File: config.mk
export PLATFORM = sky130hd
export DESIGN_NAME = group_update_sequencer
export DESIGN_NICKNAME = d
export VERILOG_FILES = /design/src/rtl/pbit_seq_pkg.sv /design/src/rtl/dwell_counter.sv /design/src/rtl/group_update_sequencer.sv
export SDC_FILE = /design/constraint.sdc
export NUM_CORES = 1
export LEC_CHECK = 0
export ABC_CLOCK_PERIOD_IN_PS = 3100
export BUFFER_PORTS_ARGS = -buffer_cell sky130_fd_sc_hd__buf_2
export CORE_ASPECT_RATIO = 0.6
export CORE_UTILIZATION = 50
export CTS_BUF_LIST = sky130_fd_sc_hd__clkbuf_16
export CTS_CLUSTER_SIZE = 8
export DETAILED_ROUTE_END_ITERATION = 10
export GPL_TIMING_DRIVEN = 0
export HOLD_SLACK_MARGIN = 0.12
export PLACE_DENSITY = 0.78
export SYNTH_ARGS = -nofsm -noshare
export SYNTH_HDL_FRONTEND = slang
export SYNTH_SLANG_ARGS = --single-unit
File: constraint.sdc
create_clock -name clk -period 3.1 [get_ports clk]
set_input_delay 0.155 -clock clk [delete_from_list [all_inputs] [get_ports clk]]
set_output_delay 0.155 -clock clk [all_outputs]
set_load 0.03 [all_outputs]
File: src/rtl/pbit_seq_pkg.sv
// Shared types and defaults for the p-bit group update sequencer.
package pbit_seq_pkg;
   typedef enum logic [1:0] {IDLE, RUN, DONE} seq_state_t;
   localparam int NUM_GROUPS_DEF = 5;
   localparam int GROUP_W_DEF    = 3;
endpackage

File: src/rtl/dwell_counter.sv
// Loadable down-counter; 'last' flags the final cycle of the loaded dwell.
module dwell_counter #(
   parameter int W = 8
) (
   input  logic         clk,
   input  logic         rst_n,
   input  logic         load,
   input  logic         en,
   input  logic [W-1:0] value,
   output logic         last
);
   logic [W-1:0] cnt;

   always_ff @(posedge clk or negedge rst_n) begin
      if (!rst_n)
         cnt <= '0;
      else if (load)
         cnt <= value;
      else if (en && !last)
         cnt <= cnt - 1'b1;
   end

   assign last = (cnt <= W'(1));
endmodule

File: src/rtl/group_update_sequencer.sv
// Steps colour-group index 0..NUM_GROUPS-1 with a programmable dwell and counts sweeps.
// Optional macro UPDATE_GAP_EN inserts one invalid bubble cycle before each group.
module group_update_sequencer
   import pbit_seq_pkg::*;
#(
   parameter int NUM_GROUPS = NUM_GROUPS_DEF,
   parameter int GROUP_W    = GROUP_W_DEF,
   parameter int DWELL_W    = 8,
   parameter int SWEEP_W    = 16
) (
   input  logic               clk,
   input  logic               rst_n,
   input  logic               start,
   input  logic               stop,
   input  logic [DWELL_W-1:0] dwell_cycles,
   input  logic [SWEEP_W-1:0] num_sweeps,
   output logic [0:GROUP_W-1] group_EN,
   output logic               group_valid,
   output logic               sweep_done,
   output logic [SWEEP_W-1:0] sweep_count,
   output logic               busy,
   output logic               done
);
   seq_state_t state, state_nxt;
   logic [DWELL_W-1:0] dwell_q;
   logic [SWEEP_W-1:0] sweeps_q, count_q, count_inc;
   logic [GROUP_W-1:0] group_q;
   logic stop_q, bubble, active, last, grp_last, sweep_end, finish, accept;

   assign accept    = (state == IDLE) && start;
   assign active    = (state == RUN) && !bubble;
   assign grp_last  = active && last;
   assign sweep_end = grp_last && (group_q == GROUP_W'(NUM_GROUPS - 1));
   assign count_inc = (&count_q) ? count_q : count_q + 1'b1;
   // A stop arriving on the sweep-end cycle itself still ends the run here.
   assign finish    = sweep_end && (((sweeps_q != '0) && (count_inc == sweeps_q)) || stop_q || stop);

`ifdef UPDATE_GAP_EN
   logic gap_q;
   always_ff @(posedge clk or negedge rst_n) begin
      if (!rst_n)
         gap_q <= 1'b0;
      else if (accept || grp_last)
         gap_q <= 1'b1;
      else if (state == RUN)
         gap_q <= 1'b0;
   end
   assign bubble = gap_q;
`else
   assign bubble = 1'b0;
`endif

   dwell_counter #(.W(DWELL_W)) u_dwell (
      .clk   (clk),
      .rst_n (rst_n),
      .load  (accept || grp_last),
      .en    (active),
      .value (accept ? ((dwell_cycles == '0) ? DWELL_W'(1) : dwell_cycles) : dwell_q),
      .last  (last)
   );

   always_ff @(posedge clk or negedge rst_n) begin
      if (!rst_n) begin
         dwell_q  <= '0;
         sweeps_q <= '0;
         count_q  <= '0;
         group_q  <= '0;
         stop_q   <= 1'b0;
      end else if (accept) begin
         dwell_q  <= (dwell_cycles == '0) ? DWELL_W'(1) : dwell_cycles;
         sweeps_q <= num_sweeps;
         count_q  <= '0;
         group_q  <= '0;
         stop_q   <= 1'b0;
      end else if (state == RUN) begin
         if (stop)
            stop_q <= 1'b1;
         if (sweep_end)
            count_q <= count_inc;
         if (grp_last)
            group_q <= (group_q == GROUP_W'(NUM_GROUPS - 1)) ? '0 : group_q + 1'b1;
      end
   end

   always_ff @(posedge clk or negedge rst_n) begin
      if (!rst_n)
         state <= IDLE;
      else
         state <= state_nxt;
   end

   always_comb begin
      state_nxt = state;
      case (state)
         IDLE:    if (start) state_nxt = RUN;
         RUN:     if (finish) state_nxt = DONE;
         DONE:    state_nxt = IDLE;
         default: state_nxt = IDLE;
      endcase
   end

   always_comb begin
      group_valid = (state == RUN) && !bubble;
      sweep_done  = sweep_end;
      busy        = (state != IDLE);
      done        = (state == DONE);
   end

   assign group_EN    = group_q;
   assign sweep_count = count_q;
endmodule

Yosys cells after proc, flatten, opt, wreduce, memory -nomap -nowiden
Index checks and enable logic that the tools add are counted.

Register bits after elaboration: 54. Input bits: 28. Output and inout bits: 23. Logic and storage cells: 59.

$add $sub $neg: 3. $lt $le $gt $ge: 1. Equality and inequality tests: 6. Multiplexer cells: 18. Reductions and logical operators: 24.

Operators by type and width (number): 16-bit 2-to-1 mux (4); 8-bit 2-to-1 mux (4); 16-bit by 1-bit adder with 16-bit output, second input constant (1); 16-bit equality test (1); 16-bit AND reduction (1); 16-bit nonzero test (1); 3-bit 2-to-1 mux (4); 2-bit nonzero test (6); 8-bit by 1-bit less-or-equal comparator with 1-bit output, second input constant (1); 8-bit logical NOT (1); 2-bit AND reduction (4); 8-bit by 1-bit subtractor with 8-bit output, second input constant (1); 1-bit logical AND (6); 2-bit 2-to-1 mux (2); 2-bit one-hot mux with 2 select lines (1); 3-bit by 1-bit adder with 3-bit output, second input constant (1); 3-bit equality test, second input constant (1); 1-bit logical OR (3); 1-bit 2-to-1 mux (3); 2-bit by 1-bit equality test with 1-bit output, second input constant (1); 2-bit equality test, second input constant (1); 2-bit logical NOT (1); 2-bit by 1-bit != test with 1-bit output, second input constant (1); 2-bit != test, second input constant (1); 1-bit logical NOT (1).

Depth between registers and ports, before layout
Depth after elaboration: 9. Gate-level depth with buffers: 10. Gate-level depth less buffers: 8.

Cells and area by module
A second synthesis with hierarchy kept.

Cells, all modules: 424. Area, all modules: 3515.9 um^2.

By module, submodules not included: group_update_sequencer (instances 1, cells each 356, area an instance 2916.5 um^2, seq. area each 1151.1 um^2); dwell_counter (instances 1, cells each 68, area an instance 599.3 um^2, seq. area each 200.2 um^2).

Worst setup path before layout
Ideal clock, no wire load.

Kind: flip-flop to flip-flop. From: reg count_q[1] (netlist: sweep_count[1]). To: reg state[0]. Setup time: 120 ps. Data arrival time: 3040 ps. Data required time: 2980 ps. Slack: -59 ps. Stages on the path, launching flop included: 11. Buffers on the path: 2. Clock period less this slack: 3159 ps. Cell sequence: dfrtp_1 -> ha_1 -> buf_6 -> nand3_4 -> or4_1 -> buf_2 -> nand3_2 -> or4b_1 -> a211o_1 -> or4_4 -> and3_1.

Cells in the longest elaborated chain, start to end: 9. Elaborated cells between the ends (all ways): 10. Classes of those cells: 1 x add/sub; 2 x eq/ne; 1 x mux; 6 x reduce/logical.

RTL lines: from (decl) (line group_update_sequencer.sv:26) `logic [SWEEP_W-1:0] sweeps_q, count_q, count_inc;`; from (signal assigned) (line group_update_sequencer.sv:79) `count_q <= count_inc;`; 16-bit by 1-bit adder with 16-bit output or 16-bit AND reduction (tied branches) (line group_update_sequencer.sv:34) `assign count_inc = (&count_q) ? count_q : count_q + 1'b1;`; 16-bit 2-to-1 mux (*) (line group_update_sequencer.sv:34); 16-bit equality test (*) (line group_update_sequencer.sv:36) `assign finish = sweep_end && (((sweeps_q != '0) && (count_inc == sweeps_q)) || stop_q || stop);`; 1-bit logical AND (*) (line group_update_sequencer.sv:36); 1-bit logical OR (*) (2 in series) (line group_update_sequencer.sv:36); 1-bit logical AND (*) (line group_update_sequencer.sv:36); 2-bit by 1-bit != test with 1-bit output (no source line) (*); 2-bit AND reduction (no source line) (*); to (signal assigned) (line group_update_sequencer.sv:89) `state <= state_nxt;`; to (decl) (line group_update_sequencer.sv:24) `seq_state_t state, state_nxt;`.

Mark *: on every way between the ends. The rest lies on a longest branch, timed or not. A chain may end at the register's enable or synchronous reset.

Worst setup path in the final report
From: reg count_q[5] (netlist: sweep_count[5]). To: reg state[0].

The elaborated chain is that of the path after synthesis.

==> flow_summary_export.csv <==
group,metric,value,unit
critical_path,rrSetupSlack,-20,ps
cts,cts_made_buffers,5,
sta,fin_setup_tns,-22.0,ps
floorplanning,io-pin-count,51,
power,ir_worst_vdd,0.477,mV
critical_path,cpPeakStageDelay,550,ps
drt,wl,10.2,mm
sta,post-route-worst-setup-slack,-22.0,ps
run,maxCapViolCount,0,
power,pwr_density_cell,722,nW/um^2
sta,final.min_clock_period,3120,ps
sta,worst_max_slew_margin_expressed_relative_to_the_limit,19.3,%
critical_path,crit_end_category,"register",
cts,cts-root-to-sink-buffers,2,
cts,clk_latency,300,ps
finish,final_design_area_no_fill,4140,sq um
floorplanning,initial_utilization,53.7,%
cts,clk_pin_slew_worst_paths,70,ps
finish,final_nets,526,
global_route,grt_pass1_vias,3148,
place,gpl.final_weighted_congestion,0.939,
global_route,grt_max_degree,55,
place,post_dp_cell_area,3760,sq um
sta,worst_clock_skew,3.37,ps
drt,drt-wirelength-per-cell,17.6,microns
critical_path,setup.worst_path.class,"reg2reg",
cts,htreeDepth,2,
global_route,total_congestion_overflow_after_global_routing,0,
synth,asyncSetResetFlopFracSynth,100,%
sta,hold_viol_final,0,
cts,tritoncts_clock_tree,"yes",
sta,worst_pin_slew,1210,ps
critical_path,path_max_fanout,10,
critical_path,cp_cell_sequence,"buf_2 > nand4_1 > nor3_1 > a21oi_1 > or4b_1 > a211o_1 > or4_4 > and3_1",
hold_path,hold_path.class,"in2async",
sta,fmaxAchievable,320,MHz
place,dpl.hpwl,7.16,mm
finish,leading_cell_type_in_the_layout_fill_and_taps_excluded,"nand2_1",
power,total_power,0.00299,W
cts,number_of_sinks_handled_by_clock_tree_synthesis,54,
critical_path,worstPathRequired,3290,ps
global_route,grt_first_pass_wirelength,16.2,mm
floorplanning,die_w,108,microns
status,run_status,"finished, violations left",
drt,vias,3464,
finish,mostFrequentLayoutCells,"96 x nand2_1, 54 x buf_2, 52 x dfrtp_1, 31 x o21ai_0, 26 x nor2_1",
synth,ys_warn_count,0,
critical_path,cpLargestDelayFamily,"simple AND/OR/NAND/NOR gates",
sta,report.final.setup_viol,1,
synth,post_synth_inst_count,413,
drt,detail_route.vias_per_cell,5.99,
critical_path,critical_path.startpoint_type,"register",
critical_path,worstPathBufferInverterCount,1,
synth,syn-cell-area,3400,sq um
synth,synth_edf_count,0,
synth,sequential_element_share_of_the_synthesized_area,39.8,%
critical_path,timing.critical_path.slowest_stage_cell,"or4_4",
sta,finalHoldWorstSlack,115,ps
synth,syn-mean-instance-area,8.23,sq um
drt,number_of_drc_violations_after_detailed_routing_iteration_0,347,
critical_path,crit_arrival,3310,ps
cts,cts_root_buf,"clkbuf_16",
finish,fraction_of_final_layout_cells_with_drive_strength_greater_than_1,18.4,%
place,post-place-cells,547,
drt,drcViolationCount,0,
synth,synth.distinct_cells,59,
floorplanning,die_area,7140,sq um
floorplanning,floorplan.die.height,65.9,microns
floorplanning,num_rows,22,
finish,areaGrowthSynthToFinish,21.9,%
sta,timing_max_transition_violations_final,0,
drt,antenna_violating_nets_post_route,0,
status,failed_checks,"negative setup slack",
power,leakagePower,1.90,nW
global_route,grt_antenna_before_repair,0,
finish,insertedDiodeCount,0,
synth,synth.ff_latch_count,54,
sta,final_cycle_share,101,%
finish,final-instance-count-excl-fill,578,
place,numPortBuffers,50,
global_route,groute.usage.overall,30.5,%
sta,rsz0062_at_grt,"true",
floorplanning,core_outline_area,6330,sq um
synth,synth.net_count,446,
drt,drtPass1Iterations,5,
synth,postSynth.topFlopCell,"dfrtp_1",
## worst paths after layout
kind	end	cells past startpoint	startpoint
worst max-delay path	state[0]	8	sweep_count[5]
worst min register to register	dwell_q[1]	2	dwell_q[1]
worst max register to register	state[0]	8	sweep_count[5]
worst min-delay path	state[0]	1	rst_n
min in group clk	stop_q	3	stop
max in group asynchronous	sweep_count[1]	1	rst_n
## flip-flops by register name (all words and copies together) (netlist names)
signal and cells:
sweeps_q 16, state 2, group_EN 3, sweep_count 16, dwell_q 8, u_dwell.cnt 8
stop_q 1
## logic make-up after synthesis
group / after synthesis / share of synthesized area (%)
AO/OA/AOI/OAI: 83 / 15.3
buffers and inverters: 40 / 6.11
multiplexers: 11 / 3.31
AND/OR/NAND/NOR: 207 / 30.3
XOR/XNOR: 13 / 3.35
adder cells (fa/ha/maj): 5 / 1.84
flip-flops: 54 / 39.8
## cell type report
cell class              instances  area (sq um)
fillers                       573          2190
multi-input cells             319          1860
flip-flops and latches         54          1350
repair buffers                 75           490
plain buffers                  25           151
clock buffers                   5           125
well taps                      84           105
inverters                      13          48.8
clock inverters                 3          12.5
## cell usage after synthesis (3+ instances only)
cell	number	share of area, %
a211oi_1	3	0.66
a21oi_1	19	2.8
a311oi_1	4	1.0
and2_1	4	0.74
and3_1	6	1.1
and4_1	3	0.77
buf_1	3	0.33
buf_2	4	0.59
buf_4	4	0.88
buf_6	5	1.7
clkbuf_1	11	1.2
dfrtp_1	54	40
ha_1	5	1.8
inv_1	13	1.4
mux2i_1	9	2.7
nand2_1	96	11
nand2b_1	8	1.5
nand3_1	10	1.5
nand4_1	6	1.1
nor2_1	26	2.9
nor3_1	15	2.2
nor4_1	9	1.7
nor4_2	3	1.1
o211ai_1	4	0.88
o21ai_0	31	4.6
o31ai_1	3	0.66
or3_1	4	0.74
xnor2_1	11	2.8
## repair_timing
action                     in CTS  in global routing
hold buffers                   21                  0
setup endpoints to repair       1                  9
setup buffers                   4                  0
resized for setup               1                  1
hold endpoints to repair       21                  0
## per-layer routing
layer | global-route usage (%) | up-vias | share of wire, %
met5 | 0 | - | 0
met4 | 6.93 | 0 | 0.92
met3 | 8.37 | 10 | 9.8
met2 | 42.4 | 172 | 41
met1 | 46.2 | 1661 | 49
li1 | - | 1621 | -
## report_power, final
group / leakage [nW] / switching [W] / internal (W) / total, W
combinational: 1.15 / 0.000743 / 0.000473 / 0.00122
sequential: 0.683 / 0.000276 / 0.000957 / 0.00123
clock: 0.0724 / 0.000251 / 0.000293 / 0.000544
total: 1.90 / 0.00127 / 0.00172 / 0.00299
## worst register-to-register path: stages (launching register included)
cell     delay, ps
dfrtp_1        390
buf_2          220
nand4_1        290
nor3_1         490
a21oi_1        120
or4b_1         500
a211o_1        250
or4_4          550
and3_1         200
## through the flow
| step | setup slack, ps | utilization (%) |
|---|---|---|
| after floorplan | 61.4 | - |
| final | -22.0 | 65.5 |
| after global routing | -97.9 | 65.5 |
| after detailed placement | -138 | 59.3 |
| after CTS | 33.4 | 65.4 |
| after global placement | -91.5 | 59.3 |
Power figures use the tool's default switching activity.
